File: config.mk
export PLATFORM = sky130hd
export DESIGN_NAME = running_minmax_flat
export DESIGN_NICKNAME = d
export VERILOG_FILES = /design/src/rtl/running_minmax_if.sv /design/src/rtl/running_minmax.sv /design/src/flat_wrapper.sv
export SDC_FILE = /design/constraint.sdc
export NUM_CORES = 1
export LEC_CHECK = 0
export BUFFER_PORTS_ARGS = -buffer_cell sky130_fd_sc_hd__buf_2
export CAP_MARGIN = 5
export CORE_MARGIN = 4
export CORE_UTILIZATION = 45
export DETAILED_ROUTE_END_ITERATION = 8
export PLACE_DENSITY = 0.69
export SYNTH_ARGS = -nofsm -noshare
export SYNTH_HDL_FRONTEND = slang
export SYNTH_SLANG_ARGS = --single-unit
File: constraint.sdc
create_clock -name clk -period 3.7 [get_ports clk]
set_input_delay 0.555 -clock clk [delete_from_list [all_inputs] [get_ports clk]]
set_output_delay 0.555 -clock clk [all_outputs]
set_load 0.01 [all_outputs]
File: src/rtl/running_minmax_if.sv
// Stream interface for running_minmax: sample input channel plus frame-result channel.
// Index outputs exist only when RUNNING_MINMAX_INDEX_EN is defined.
interface running_minmax_if #(
    parameter int unsigned N  = 32,
    parameter int unsigned CW = 16
);
    logic          in_valid;
    logic          in_ready;
    logic [N-1:0]  in_data;
    logic          in_last;
    logic          out_valid;
    logic          out_ready;
    logic [N-1:0]  out_min;
    logic [N-1:0]  out_max;
    logic [CW-1:0] out_count;
`ifdef RUNNING_MINMAX_INDEX_EN
    logic [CW-1:0] out_min_idx;
    logic [CW-1:0] out_max_idx;
`endif

    modport master (
        output in_valid, in_data, in_last, out_ready,
        input  in_ready, out_valid, out_min, out_max, out_count
`ifdef RUNNING_MINMAX_INDEX_EN
        , input out_min_idx, out_max_idx
`endif
    );

    modport slave (
        input  in_valid, in_data, in_last, out_ready,
        output in_ready, out_valid, out_min, out_max, out_count
`ifdef RUNNING_MINMAX_INDEX_EN
        , output out_min_idx, out_max_idx
`endif
    );
endinterface

File: src/rtl/running_minmax.sv
// Per-frame signed min/max/count tracker with a one-result holding stage.
// Optional feature macro: RUNNING_MINMAX_INDEX_EN adds min/max position outputs.
module running_minmax #(
    parameter int unsigned N  = 32,
    parameter int unsigned CW = 16
) (
    input logic              clk,
    input logic              rst_n,
    running_minmax_if.slave  bus
);
    localparam logic [CW-1:0] CNT_MAX = '1;

    typedef enum logic [1:0] {IDLE, ACCUM, HOLD} state_t;

    state_t               state_q, state_d;
    logic signed [N-1:0]  min_q, min_d;
    logic signed [N-1:0]  max_q, max_d;
    logic [CW-1:0]        cnt_q, cnt_d;
    logic                 in_ready_q, in_ready_d;
    logic                 out_valid_q, out_valid_d;
    logic                 accept;
`ifdef RUNNING_MINMAX_INDEX_EN
    logic [CW-1:0]        min_idx_q, min_idx_d;
    logic [CW-1:0]        max_idx_q, max_idx_d;
`endif

    assign accept = bus.in_valid & in_ready_q;

    // State and datapath registers
    always_ff @(posedge clk or negedge rst_n) begin
        if (!rst_n) begin
            state_q     <= IDLE;
            min_q       <= '0;
            max_q       <= '0;
            cnt_q       <= '0;
            in_ready_q  <= 1'b0;
            out_valid_q <= 1'b0;
`ifdef RUNNING_MINMAX_INDEX_EN
            min_idx_q   <= '0;
            max_idx_q   <= '0;
`endif
        end else begin
            state_q     <= state_d;
            min_q       <= min_d;
            max_q       <= max_d;
            cnt_q       <= cnt_d;
            in_ready_q  <= in_ready_d;
            out_valid_q <= out_valid_d;
`ifdef RUNNING_MINMAX_INDEX_EN
            min_idx_q   <= min_idx_d;
            max_idx_q   <= max_idx_d;
`endif
        end
    end

    // Next-state and datapath update; strict compares keep the first occurrence
    always_comb begin
        state_d   = state_q;
        min_d     = min_q;
        max_d     = max_q;
        cnt_d     = cnt_q;
`ifdef RUNNING_MINMAX_INDEX_EN
        min_idx_d = min_idx_q;
        max_idx_d = max_idx_q;
`endif
        case (state_q)
            IDLE: begin
                if (accept) begin
                    min_d   = bus.in_data;
                    max_d   = bus.in_data;
                    cnt_d   = CW'(1);
`ifdef RUNNING_MINMAX_INDEX_EN
                    min_idx_d = '0;
                    max_idx_d = '0;
`endif
                    state_d = bus.in_last ? HOLD : ACCUM;
                end
            end
            ACCUM: begin
                if (accept) begin
                    if ($signed(bus.in_data) < min_q) begin
                        min_d = bus.in_data;
`ifdef RUNNING_MINMAX_INDEX_EN
                        min_idx_d = cnt_q;
`endif
                    end
                    if (max_q < $signed(bus.in_data)) begin
                        max_d = bus.in_data;
`ifdef RUNNING_MINMAX_INDEX_EN
                        max_idx_d = cnt_q;
`endif
                    end
                    if (cnt_q != CNT_MAX) begin
                        cnt_d = cnt_q + CW'(1);
                    end
                    if (bus.in_last) begin
                        state_d = HOLD;
                    end
                end
            end
            HOLD: begin
                if (bus.out_ready) begin
                    state_d = IDLE;
                end
            end
            default: state_d = IDLE;
        endcase
        in_ready_d  = (state_d != HOLD);
        out_valid_d = (state_d == HOLD);
    end

    assign bus.in_ready  = in_ready_q;
    assign bus.out_valid = out_valid_q;
    assign bus.out_min   = min_q;
    assign bus.out_max   = max_q;
    assign bus.out_count = cnt_q;
`ifdef RUNNING_MINMAX_INDEX_EN
    assign bus.out_min_idx = min_idx_q;
    assign bus.out_max_idx = max_idx_q;
`endif
endmodule

File: src/flat_wrapper.sv
// flat-port wrapper written by rule: the top's interface ports become plain ports
module running_minmax_flat 
#(
    parameter int unsigned N  = 32,
    parameter int unsigned CW = 16
)
  (clk, rst_n, bus_in_valid, bus_in_data, bus_in_last, bus_out_ready, bus_in_ready, bus_out_valid, bus_out_min, bus_out_max, bus_out_count);
  running_minmax_if #(.N(N), .CW(CW)) bus_i ();
  input logic clk;
  input logic rst_n;
  input wire logic [$bits(bus_i.in_valid)-1:0] bus_in_valid;
  input wire logic [$bits(bus_i.in_data)-1:0] bus_in_data;
  input wire logic [$bits(bus_i.in_last)-1:0] bus_in_last;
  input wire logic [$bits(bus_i.out_ready)-1:0] bus_out_ready;
  output wire logic [$bits(bus_i.in_ready)-1:0] bus_in_ready;
  output wire logic [$bits(bus_i.out_valid)-1:0] bus_out_valid;
  output wire logic [$bits(bus_i.out_min)-1:0] bus_out_min;
  output wire logic [$bits(bus_i.out_max)-1:0] bus_out_max;
  output wire logic [$bits(bus_i.out_count)-1:0] bus_out_count;
  assign bus_i.in_valid = bus_in_valid;
  assign bus_i.in_data = bus_in_data;
  assign bus_i.in_last = bus_in_last;
  assign bus_i.out_ready = bus_out_ready;
  assign bus_in_ready = bus_i.in_ready;
  assign bus_out_valid = bus_i.out_valid;
  assign bus_out_min = bus_i.out_min;
  assign bus_out_max = bus_i.out_max;
  assign bus_out_count = bus_i.out_count;
  running_minmax #(.N(N), .CW(CW)) u_core (.clk(clk), .rst_n(rst_n), .bus(bus_i));
endmodule
After elaboration in Yosys (flattened, before gate mapping). Index checks and enable logic that the tools add are counted.

Input bits: 37. Register bits: 84. Memories kept: 0. Memory bits (read-only): 0. Logic and storage cells: 42. RAM bits: 0. Output and inout bits: 82. Latch bits: 0.

Div/mod/pow operators: 0. Bitwise logic cells: 1. $mul: 0. Eq/ne operators: 10. Multiplexer cells: 17. Reductions and logical operators: 5. Shifts and indexed selects: 0. Order comparisons: 2. $add $sub $neg: 1.

Operator list (number): two-way mux 32 bit (5); one-hot mux 32 bit (2 select lines) (2); less-than comparator 32 bit (2); two-way mux 16 bit (3); one-hot mux 16 bit (2 select lines) (1); adder 16 x 1 -> 16 bit (second input constant) (1); inequality test 16 bit (second input constant) (1); AND reduction 4 bit (3); two-way mux 2 bit (5); inequality test 2 x 1 -> 1 bit (second input constant) (5); one-hot mux 2 bit (3 select lines) (1); == test 2 bit (second input constant) (2); == test 2 x 1 -> 1 bit (second input constant) (1); logical NOT 2 bit (1); inequality test 2 bit (second input constant) (1); nonzero test 2 bit (1); bitwise AND 1 bit (1).

Depth between registers and ports, before layout.
Depth in word-level cells: 4. Mapped depth: 10. Gate-level depth less buffers: 9.

Worst setup path after synthesis. OpenSTA, ideal clock, no wires.

Path type: input-to-reg. Start: input port bus_in_data[11]. End: register u_core.max_q[0], in the netlist u_core.bus.out_max[0]. Buffers on the path: 1. Library setup time: 0.125 ns. Stages: 10. Data required time: 3.575 ns. Arrival time: 2.663 ns. Setup slack: 0.912 ns. Cells stage by stage: inv_1 > ha_1 > and4_1 > nand2_1 > or4_4 > o211ai_2 > a31oi_1 > mux2i_2 > buf_6 > mux2_4.

Word-level cells in the longest chain between the ends: 3.

Ends and longest elaborated chain: start: declaration (RTL line flat_wrapper.sv:12) `input wire logic [$bits(bus_i.in_data)-1:0] bus_in_data;`; less-than comparator 32 bit (RTL line running_minmax.sv:87) `if (max_q < $signed(bus.in_data)) begin`; inequality test 2 x 1 -> 1 bit (no source line); AND reduction 4 bit (no source line); end signal: assignment (RTL line running_minmax.sv:45) `max_q <= max_d;`; end: declaration (RTL line running_minmax.sv:17) `logic signed [N-1:0] max_q, max_d;`.

Every way passes these cells. A chain may end at the register's enable or synchronous reset.

Worst setup path in the final report.
Start: register u_core.max_q[9], in the netlist u_core.bus.out_max[9]. End: register u_core.max_q[11], in the netlist u_core.bus.out_max[11].

Word-level cells in the longest chain between the ends: 3.

Ends and longest elaborated chain (RTL line): less-than comparator 32 bit (running_minmax.sv:87); inequality test 2 x 1 -> 1 bit (no source line); AND reduction 4 bit (no source line).

Every way passes these cells.

==> metrics <==
status complete, no violations; fraction of layout cells with a size suffix above 1 0.297; DP HPWL 9210 um; number of vias per cell 5.23; die width 113 um; core outline area 10800 sq um; first-pass GRT wire length 19800 um; Net Switching 1.88 mW; P_int 2.80 mW; most frequent cell after synthesis dfrtp_1; CP Capture Point u_core.bus.out_max[11]; ys flop type dfrtp_1; via count 3811; area share of the largest cell type after synthesis 0.420; RSZ-0062 raised after global routing no; largest net degree at the start of global routing 73; crit path max fanout 19; kind of critical path flop to flop; FF-to-FF End u_core.bus.out_max[11]; worst slack at placement 0.489 ns; Global Route Usage Sum 0.194; R2R setup slack 0.79 ns; Post-Route WL 11700 um; clk_skew 0.0141 ns; Leak Pwr 3.14 nW; Seq pwr share 0.345; Max Freq 343 MHz; # clock sinks 84; Hold Violations, Final 0; IO Pins 119; syn avg cell area 10.9 sq um; Clk Latency, worst-skew pair 0.37 ns; asr flop ratio synth 1.00; final setup margin 0.786 ns; top area cells in the synthesized netlist dfrtp_1 42%, ha_1 16%, mux2_4 9.0%, mux2i_1 6.4%, inv_1 5.1%; Combinational Power Share 0.518; ant diodes 0; final worst path period need 2.91 ns; Synth Instances 460; chip height 113 um; CP startpoint kind flop; vias in the first global route 4071; crit end category flop; Final setup viols 0; Clock Power Share 0.137; Rows 38; CP arrival 3.16 ns; Mapped Area 5000 sq um; Slew Limit Fails 0; worst slew pin tran 0.942 ns; Peak VDD IR 0.000363 V; placed inst area 5760 sq um; RePlAce Congestion 0.850; DRC viols 0; Critical Path Source u_core.bus.out_max[9]; total die area 12900 sq um; max_cap viols 0; Yosys reg bits 84; TritonCTS clock tree yes; synthesized net count 560; setup repair bufs after CTS 0; fin area 5950 sq um; CP Data Required Time 3.95 ns; Remaining Overflow, GRT 0; count of cell types in the netlist 41; setup TNS 0 ns; leading area contributor after synthesis dfrtp_1; Area Overhead vs Synth 18.9%; number of fill cells in the layout 984; H-tree depth 3; root buf cell clkbuf_8; number of synthesized flops with an enable pin 0; Reg clk slew, reported paths 0.09 ns; initial antenna violation count 0; depth of the worst register-to-register path 9; multi-input logic area 2600 sq um; I/O Buffers 118; Worst Hold Class input pin to async pin; post-route ant nets 0; First-pass DRT Iterations 4; Resized cells post-CTS 0; initial core utilization 0.461; Seq. cell area 2100 sq um; CTS Buffer Depth 2; Initial DRC Count 195; total CTS buffers 9; sw frac 0.402; Power Density 787 nW/um^2; Power Total 4.68 mW; synth warn 0; most frequent cells after synthesis 84 x dfrtp_1, 68 x inv_1, 63 x ha_1; worst r2r src u_core.bus.out_max[9]; Total Nets Final 685; Slew HR 0.368; Post-CTS Hold Buffers 0; fin crit share 0.787; Finished Core Util 0.549; register area share after synthesis 0.420; Avg WL per Cell 16.1 um
registers in the layout, summed over array words and instances, names as in the netlist:
register	flops
u_core.bus.in_ready	1
u_core.bus.out_count	16
u_core.bus.out_max	32
u_core.bus.out_min	32
u_core.bus.out_valid	1
u_core.state_q	2
layer usage:
layer	share of wire	GRT usage	vias up	routed length [um]
li1	-	-	1851	-
met1	0.46	0.249	1853	5340
met2	0.48	0.324	92	5570
met3	0.052	0.0387	15	608
met4	0.018	0.0729	0	210
met5	0	0	-	0
worst max-delay path: stages (launching register included):
cell and delay (ns):
dfrtp_1 0.40, ha_1 0.31, a211oi_1 0.25, nor2_1 0.08
a311oi_1 0.33, o211ai_2 0.13, a31oi_1 0.28, mux2i_4 0.29
buf_4 0.39, mux2_4 0.34
metrics by stage:
step                instances  hold slack (ns)
finish                    729            0.316
global route              729            0.413
CTS                       729            0.343
detailed placement        714            0.508
global placement          714            0.486
floorplan                 460            0.259
how the worst min path moves through the flow:
stage | endpoint | slack (ns) | depth (start not counted)
6_report | u_core.bus.out_min[14] | 0.32 | 1
4_1_cts | u_core.bus.out_min[21] | 0.34 | 1
2_1_floorplan | u_core.bus.in_ready | 0.26 | 0
3_5_place_dp | u_core.bus.out_min[0] | 0.51 | 1
5_1_grt | u_core.bus.out_max[21] | 0.41 | 1
3_3_place_gp | u_core.bus.out_min[0] | 0.49 | 1
cells in the final DEF, fill, tap and decap left out, types with 12 or more instances in the layout:
cell type / netlist / layout
buf_2: 0 / 117
dfrtp_1: 84 / 84
nor2_1: 28 / 28
o21ai_0: 12 / 12
a21oi_1: 20 / 20
clkbuf_8: 0 / 13
ha_1: 63 / 63
nand2_1: 29 / 29
inv_1: 68 / 68
mux2i_1: 32 / 31
mux2_4: 30 / 30
cell families after synthesis:
group	Yosys count	synth area share
compound gates	61	0.0771
xor+xnor	12	0.0210
fa+ha+maj	63	0.158
buf+inv	77	0.0645
flops	84	0.420
mux	66	0.164
simple gates	97	0.0958
area by class of cell:
| cell class | instances | share of cell area |
|---|---|---|
| Multi-Input combinational cell | 299 | 0.437 |
| Tap cell | 140 | 0.0294 |
| Clock buffer | 14 | 0.0307 |
| Clock inverter | 1 | 0.000841 |
| Sequential cell | 84 | 0.353 |
| Inverter | 68 | 0.0429 |
| Timing Repair Buffer | 123 | 0.106 |
power by group through the flow:
stage               clock network [mW]  registers (mW)  logic [mW]
floorplan                            0            1.75        1.46
global placement                     0            1.61        2.38
detailed placement                   0            1.63        2.46
CTS                              0.664            1.61        2.46
global route                     0.711            1.67        2.71
finish                           0.642            1.61        2.43
No activity file was read; power rests on OpenSTA's default activity.
